### config.mk
export PLATFORM = sky130hd
export DESIGN_NAME = mult_8bit_flat
export DESIGN_NICKNAME = d
export VERILOG_FILES = /design/src/rtl/mult_8bit_pkg.sv /design/src/rtl/mult_8bit_if.sv /design/src/rtl/addr_8bit.sv /design/src/rtl/mult_8bit.sv /design/src/flat_wrapper.sv
export SDC_FILE = /design/constraint.sdc
export NUM_CORES = 1
export LEC_CHECK = 0
export ABC_AREA = 1
export CAP_MARGIN = 10
export CORE_AREA = 2 2 66 68
export DETAILED_ROUTE_END_ITERATION = 12
export DIE_AREA = 0 0 68 70
export GPL_ROUTABILITY_DRIVEN = 0
export PLACE_DENSITY = 0.87
export SLEW_MARGIN = 20
export SYNTH_ARGS = -nofsm -noshare
export SYNTH_HDL_FRONTEND = slang
export SYNTH_SLANG_ARGS = --single-unit
### constraint.sdc
create_clock -name clk -period 6.4 [get_ports clk]
set_clock_uncertainty 0.15 [all_clocks]
set_input_delay 1.28 -clock clk [delete_from_list [all_inputs] [get_ports clk]]
set_output_delay 1.28 -clock clk [all_outputs]
set_load 0.1 [all_outputs]
### src/rtl/mult_8bit_pkg.sv
// Shared constants for the 8x8 shift-and-add multiplier: operand width,
// iteration count and FSM state encodings.
package mult_8bit_pkg;

  localparam int MULT_W    = 8;
  localparam int MULT_ITER = 8;

  localparam logic [0:0] ST_IDLE = 1'b0;
  localparam logic [0:0] ST_RUN  = 1'b1;

  // Count value on the final iteration, when the product is committed
  localparam logic [2:0] CNT_LAST = 3'(MULT_ITER - 1);

  typedef logic [MULT_W-1:0]   word_t;
  typedef logic [2*MULT_W-1:0] prod_t;

endpackage

### src/rtl/mult_8bit_if.sv
// Start/busy/done handshake plus operand and product buses between the
// control unit (master) and the multiplier (slave).
interface mult_8bit_if;
  import mult_8bit_pkg::*;

  logic  start;
  word_t a;
  word_t b;
  logic  busy;
  logic  done;
  prod_t p;

  modport master (output start, output a, output b,
                  input busy, input done, input p);
  modport slave  (input start, input a, input b,
                  output busy, output done, output p);

endinterface

### src/rtl/addr_8bit.sv
// Ripple-carry 8-bit adder used for the multiplier's partial-product add;
// exposes the sum and the final carry-out c7.
module addr_8bit
  import mult_8bit_pkg::*;
(
  input  word_t a,
  input  word_t b,
  input  logic  ci,
  output word_t sum,
  output logic  c7
);

  logic [MULT_W:0] carry_s;

  // Carry ripples from bit 0 upward through one full adder per bit
  always_comb begin
    carry_s    = '0;
    sum        = '0;
    carry_s[0] = ci;
    for (int i = 0; i < MULT_W; i++) begin
      sum[i]       = a[i] ^ b[i] ^ carry_s[i];
      carry_s[i+1] = (a[i] & b[i]) | (carry_s[i] & (a[i] ^ b[i]));
    end
  end

  assign c7 = carry_s[MULT_W];

endmodule

### src/rtl/mult_8bit.sv
// Unsigned 8x8 sequential shift-and-add multiplier, 8 cycles per product.
// Optional MULT_EARLY_EXIT_EN: zero operand completes at the accepting edge.
module mult_8bit
  import mult_8bit_pkg::*;
(
  input logic       clk,
  input logic       rst_n,
  mult_8bit_if.slave bus
);

  localparam int WIDTH = MULT_W;

  logic [0:0]         state_r;
  logic [WIDTH-1:0]   m_r;
  logic [WIDTH-1:0]   acc_r;
  logic [WIDTH-1:0]   q_r;
  logic [2:0]         cnt_r;
  logic [2*WIDTH-1:0] p_r;
  logic               done_r;

  logic [WIDTH-1:0]   addend_s;
  logic [WIDTH-1:0]   sum_s;
  logic               c7_s;
  logic [WIDTH-1:0]   acc_next_s;
  logic [WIDTH-1:0]   q_next_s;
  logic               zero_exit_s;

  addr_8bit u_addr (
    .a   (acc_r),
    .b   (addend_s),
    .ci  (1'b0),
    .sum (sum_s),
    .c7  (c7_s)
  );

  // Partial-product select and the right shift of {c7, sum, Q}
  always_comb begin
    addend_s   = q_r[0] ? m_r : 8'h00;
    acc_next_s = {c7_s, sum_s[WIDTH-1:1]};
    q_next_s   = {sum_s[0], q_r[WIDTH-1:1]};
  end

`ifdef MULT_EARLY_EXIT_EN
  assign zero_exit_s = (bus.a == 8'h00) || (bus.b == 8'h00);
`else
  assign zero_exit_s = 1'b0;
`endif

  // Sequencer: accept in IDLE, iterate in RUN, commit product on last step
  always_ff @(posedge clk or negedge rst_n) begin
    if (!rst_n) begin
      state_r <= ST_IDLE;
      m_r     <= 8'h00;
      acc_r   <= 8'h00;
      q_r     <= 8'h00;
      cnt_r   <= 3'd0;
      p_r     <= 16'h0000;
      done_r  <= 1'b0;
    end else begin
      done_r <= 1'b0;
      case (state_r)
        ST_IDLE: begin
          if (bus.start && zero_exit_s) begin
            p_r    <= 16'h0000;
            done_r <= 1'b1;
          end else if (bus.start) begin
            m_r     <= bus.a;
            q_r     <= bus.b;
            acc_r   <= 8'h00;
            cnt_r   <= 3'd0;
            state_r <= ST_RUN;
          end
        end
        ST_RUN: begin
          acc_r <= acc_next_s;
          q_r   <= q_next_s;
          cnt_r <= cnt_r + 3'd1;
          if (cnt_r == CNT_LAST) begin
            p_r     <= {acc_next_s, q_next_s};
            done_r  <= 1'b1;
            state_r <= ST_IDLE;
          end
        end
        default: begin
          state_r <= ST_IDLE;
        end
      endcase
    end
  end

  assign bus.busy = (state_r == ST_RUN);
  assign bus.done = done_r;
  assign bus.p    = p_r;

endmodule

### src/flat_wrapper.sv
// flat-port wrapper written by rule: the top's interface ports become plain ports
module mult_8bit_flat import mult_8bit_pkg::*;
  (clk, rst_n, bus_start, bus_a, bus_b, bus_busy, bus_done, bus_p);
  mult_8bit_if bus_i ();
  input logic clk;
  input logic rst_n;
  input wire logic [$bits(bus_i.start)-1:0] bus_start;
  input wire logic [$bits(bus_i.a)-1:0] bus_a;
  input wire logic [$bits(bus_i.b)-1:0] bus_b;
  output wire logic [$bits(bus_i.busy)-1:0] bus_busy;
  output wire logic [$bits(bus_i.done)-1:0] bus_done;
  output wire logic [$bits(bus_i.p)-1:0] bus_p;
  assign bus_i.start = bus_start;
  assign bus_i.a = bus_a;
  assign bus_i.b = bus_b;
  assign bus_busy = bus_i.busy;
  assign bus_done = bus_i.done;
  assign bus_p = bus_i.p;
  mult_8bit u_core (.clk(clk), .rst_n(rst_n), .bus(bus_i));
endmodule
# Word level (Yosys, flattened, before mapping)
# Index checks and enable logic that the tools add are counted.
dict set report word_totals {
  reg_bits 45
  inputBits 19
  out_inout_bits 18
  elab_cells 65
}
dict set report classes {
  add_sub_neg 1
  eq_ne 3
  muxes 14
  n_bitwise 38
  n_reduce_logical 2
}
# operator n
set op_table {}
lappend op_table {{16-bit two-way mux} 2}
lappend op_table {{8-bit one-hot mux with 2 select lines} 2}
lappend op_table {{8-bit two-way mux} 3}
lappend op_table {{1-bit AND} 15}
lappend op_table {{1-bit XOR} 15}
lappend op_table {{1-bit OR} 7}
lappend op_table {{3-bit one-hot mux with 2 select lines} 1}
lappend op_table {{2-bit inequality test (second input constant)} 2}
lappend op_table {{1-bit one-hot mux with 2 select lines} 2}
lappend op_table {{2-bit AND reduction} 2}
lappend op_table {{3-bit by 1-bit adder with 3-bit output (second input constant)} 1}
lappend op_table {{3-bit equality test (second input constant)} 1}
lappend op_table {{1-bit two-way mux} 3}
lappend op_table {{3-bit two-way mux} 1}
lappend op_table {{1-bit inverter} 1}

# Logic depth before layout (Yosys ltp)
dict set report logic_depth {
  depth_word 18
  mapped_depth 13
  ltp_nobuf 12
}

# Cells and area by module
# Synthesis repeated with hierarchy kept, for this count alone.
dict set report unflattened {
  hier_cells 226
  area_unflattened_um2 2008.2
}
# mod instances cells_per_inst area_per_inst_um2
set modules_own_cells {}
lappend modules_own_cells {mult_8bit 1 208 1810.5}
lappend modules_own_cells {addr_8bit 1 18 197.7}

# Least setup slack after synthesis
# No wires, ideal clock.
dict set report synth_timing {
  kind {register to register}
  from {register u_core.q_r[0]}
  to {register u_core.p_r[14], in the netlist u_core.bus.p[14]}
  setup_time_ns 0.125
  arrival_time_ns 3.685
  t_required_ns 6.125
  path_slack_ns 2.440
  path_stages_with_launch 14
  n_path_buf 1
  period_less_slack_ns 3.960
  path_cell_list {dfrtp_1 > clkbuf_1 > nand2_1 > inv_1 > ha_1 > inv_1 > fa_1 > fa_1 > fa_1 > fa_1 > fa_1 > fa_1 > fa_1 > o21ai_1}
}
dict set report synth_between {
  elab_chain_len 17
}
# item line_no
set synth_lines {}
lappend synth_lines {{start, declared} mult_8bit.sv:16} ;# logic [WIDTH-1:0] q_r;
lappend synth_lines {{start signal, assigned} mult_8bit.sv:68} ;# q_r <= bus.b;
lappend synth_lines {{start signal, assigned} mult_8bit.sv:76} ;# q_r <= q_next_s;
lappend synth_lines {{8-bit two-way mux (*)} mult_8bit.sv:38} ;# addend_s = q_r[0] ? m_r : 8'h00;
lappend synth_lines {{1-bit AND / 1-bit XOR (equally long branches)} addr_8bit.sv:22} ;# carry_s[i+1] = (a[i] & b[i]) | (carry_s[i] & (a[i] ^ b[i]));
lappend synth_lines {{1-bit AND} addr_8bit.sv:22}
lappend synth_lines {{1-bit OR} addr_8bit.sv:22}
lappend synth_lines {{1-bit AND} addr_8bit.sv:22}
lappend synth_lines {{1-bit OR} addr_8bit.sv:22}
lappend synth_lines {{1-bit AND} addr_8bit.sv:22}
lappend synth_lines {{1-bit OR} addr_8bit.sv:22}
lappend synth_lines {{1-bit AND} addr_8bit.sv:22}
lappend synth_lines {{1-bit OR} addr_8bit.sv:22}
lappend synth_lines {{1-bit AND} addr_8bit.sv:22}
lappend synth_lines {{1-bit OR} addr_8bit.sv:22}
lappend synth_lines {{1-bit AND} addr_8bit.sv:22}
lappend synth_lines {{1-bit OR} addr_8bit.sv:22}
lappend synth_lines {{1-bit XOR (*)} addr_8bit.sv:21} ;# sum[i] = a[i] ^ b[i] ^ carry_s[i];
lappend synth_lines {{16-bit two-way mux (*)} mult_8bit.sv:78} ;# if (cnt_r == CNT_LAST) begin
lappend synth_lines {{16-bit two-way mux (*)} mult_8bit.sv:61} ;# case (state_r)
lappend synth_lines {{end signal, assigned} mult_8bit.sv:79} ;# p_r <= {acc_next_s, q_next_s};
lappend synth_lines {{end, declared} mult_8bit.sv:18} ;# logic [2*WIDTH-1:0] p_r;
# Mark *: on every way between the ends. The rest lies on a longest branch, timed or not. The select of a mux whose other input is x is not followed.
# A chain may end at the register's enable or synchronous reset.

# Final worst setup path
# Ends and elaborated chain as after synthesis.

==> key figures <==
Floorplan
  • Core area: 4140 um^2
  • Die H: 70 um
  • I/O pin count: 37
  • Die ar.: 4760 um^2
  • Rows: 24
  • Die Wd: 68 um
  • Initial core utilization: 46.6%

CTS
  • Post-CTS Setup Inserts: 0
  • Gates resized, CTS repair: 0
  • Clock root buffer: clkbuf_8
  • Clk_lat worst skew: 0.29 ns
  • Hold buffers post-CTS: 0
  • CTS tree: built
  • Clock-pin slew on the worst setup and hold paths: 0.08 ns
  • Num CTS Buffers: 5
  • Longest Clk Path Bufs: 2
  • CTS Sinks: 45
  • Htree depth: 2

Setup path
  • CP max stage delay: 0.52 ns
  • CP max FO: 9
  • Crit path kind: reg2reg
  • CP startpoint kind: flop
  • Nature of the critical path endpoint: flop
  • Critical Path RT: 6.41 ns
  • Crit path top cell by count: fa_1
  • Crit path max-delay cell type: fa_1
  • Crit-path cells: nand2_1 -> inv_1 -> ha_1 -> inv_1 -> fa_1 -> fa_1 -> fa_1 -> fa_1 -> fa_1 -> fa_1 -> fa_1 -> o21ai_1
  • Critical path arrival: 4.02 ns

Timing
  • Max Clock Freq: 250 MHz
  • Worst Hold Margin: 0.331 ns
  • # setup viols final: 0
  • Final max-slew violation count: 0
  • Fin. Hold Viols: 0
  • Slew margin rel.: 34.8%
  • Minimum clock period: 4.00 ns
  • RSZ-0062 raised after global routing: false
  • Setup TNS: 0 ns
  • Slew @ Worst Pin: 0.976 ns
  • Final worst-path cycle share: 62.5%

Run status
  • Run status: finished, final reports clean

Finish
  • Commonest non-fill, non-tap cell in the layout: nand2_1
  • Layout cells sized above 1: 5.31%
  • Layout Utilization: 58.5%
  • Most frequent cells in the layout: nand2_1, dfrtp_1, clkdlybuf4s50_1, nand3_1
  • Fillers: 367
  • Final net count: 273
  • # diodes: 0
  • Syn-to-layout area delta: 25.4%
  • Finished Layout Cells: 297

Global routing
  • GR Overflow Total: 0
  • Pin count of the biggest net entering global routing: 46
  • Gr usage total: 17.4%
  • First-pass GRT wire length: 6.44 mm
  • Vias in the first global route: 1,482
  • Initial antenna violation count: 0

Yosys
  • Synthesized flop and latch total: 45
  • Sequential-to-total area share from yosys stat: 58.3%
  • Mapped Area: 1930 um^2
  • Mapped Avg Cell Area: 9.29 um^2
  • Net Count, Synth: 237
  • Ranking of synthesized cells by area: dfrtp_1, nand2_1, fa_1
  • Synth area leader: dfrtp_1
  • Top cell type's share of synthesized area: 58.3%
  • Distinct cells, synth: 15
  • Synthesized instance count: 208
  • Syn. warnings: 0

Route
  • DRC: 0
  • Total wire length: 3.53 mm
  • Post-DR wirelength/cell: 11.9 um
  • Via/cell ratio: 4.94
  • Vias: 1,466
  • Post-route ant nets: 0
  • Pre-Repair DR Iteration Count: 4
  • Drt first-iter violations: 125

Placed design
  • Final HPWL DP: 2.57 mm
  • DP Cell Count: 289
  • Port Buffers: 36

Flow run
  • Max cap viols: 0

Worst hold path
  • Hold Crit Class: reg2reg
layout make-up:
type                       instances  area (um^2)  share of cell area (%)
sequential                        45         1130                    46.5
multi-input combinational        143          723                    29.8
timing repair buffer              37          363                    15.0
clock buffer                       7         96.3                    3.98
tap                               52         65.1                    2.68
inverter                          12         45.0                    1.86
clock inverter                     1         5.00                   0.207
state kept, by name, indices dropped and copies added, names as in the netlist:
signal and cells:
u_core.bus.busy 1, u_core.bus.done 1, u_core.q_r 8, u_core.bus.p 16, u_core.m_r 8, u_core.cnt_r 3
u_core.acc_r 8
layer usage:
metal	routed length [um]	GRT usage, %
met5	0	0
met4	18	3.33
met3	126	3.86
met2	1810	28.7
met1	1580	23.5
kinds of logic after synthesis:
group / after synthesis / share of synthesized area [%]
AND/OR/NAND/NOR: 116 / 23.8
flip-flops: 45 / 58.3
buffers and inverters: 20 / 4.34
AO/OA/AOI/OAI: 17 / 4.40
adder cells (fa/ha/maj): 10 / 9.19
worst max-delay path: cells and delay by family, from the launching register on:
family / cells / cell delay [ns]
simple gates: 1 / 0.07
buf+inv: 2 / 0.11
fa+ha+maj: 8 / 3.01
compound gates: 1 / 0.07
flops: 1 / 0.47
through the flow:
step	worst slack [ns]	cell area, um^2
after floorplan	2.44	1930
after global placement	2.47	2320
after detailed placement	2.43	2320
after CTS	2.41	2420
after global routing	2.20	2420
final	2.40	2420
cells in the mapped netlist, drive strengths merged:
cell type   n
nand3      16
clkbuf      1
o21ai      17
buf         7
clkinv      1
inv        11
fa          7
ha          3
nand2      97
nor2        3
dfrtp      45
worst paths after layout:
path                                                end  slack [ns]                        start  cells after the start
max                        u_core.bus.p[14]$_DFFE_PN0P_        2.40    u_core.q_r[0]$_DFFE_PN0P_                     12
min                         u_core.bus.p[6]$_DFFE_PN0P_        0.33  u_core.bus.p[6]$_DFFE_PN0P_                      2
max reg2reg                u_core.bus.p[14]$_DFFE_PN0P_        2.40    u_core.q_r[0]$_DFFE_PN0P_                     12
min reg2reg                 u_core.bus.p[6]$_DFFE_PN0P_        0.33  u_core.bus.p[6]$_DFFE_PN0P_                      2
max in group asynchronous     u_core.q_r[7]$_DFFE_PN0P_        4.52                        rst_n                      1
min in group asynchronous  u_core.bus.p[11]$_DFFE_PN0P_        0.99                        rst_n                      1
Power is left out: the tool's default activity adds up to more than one toggle a clock period on the data nets, which glitch-free logic cannot reach.
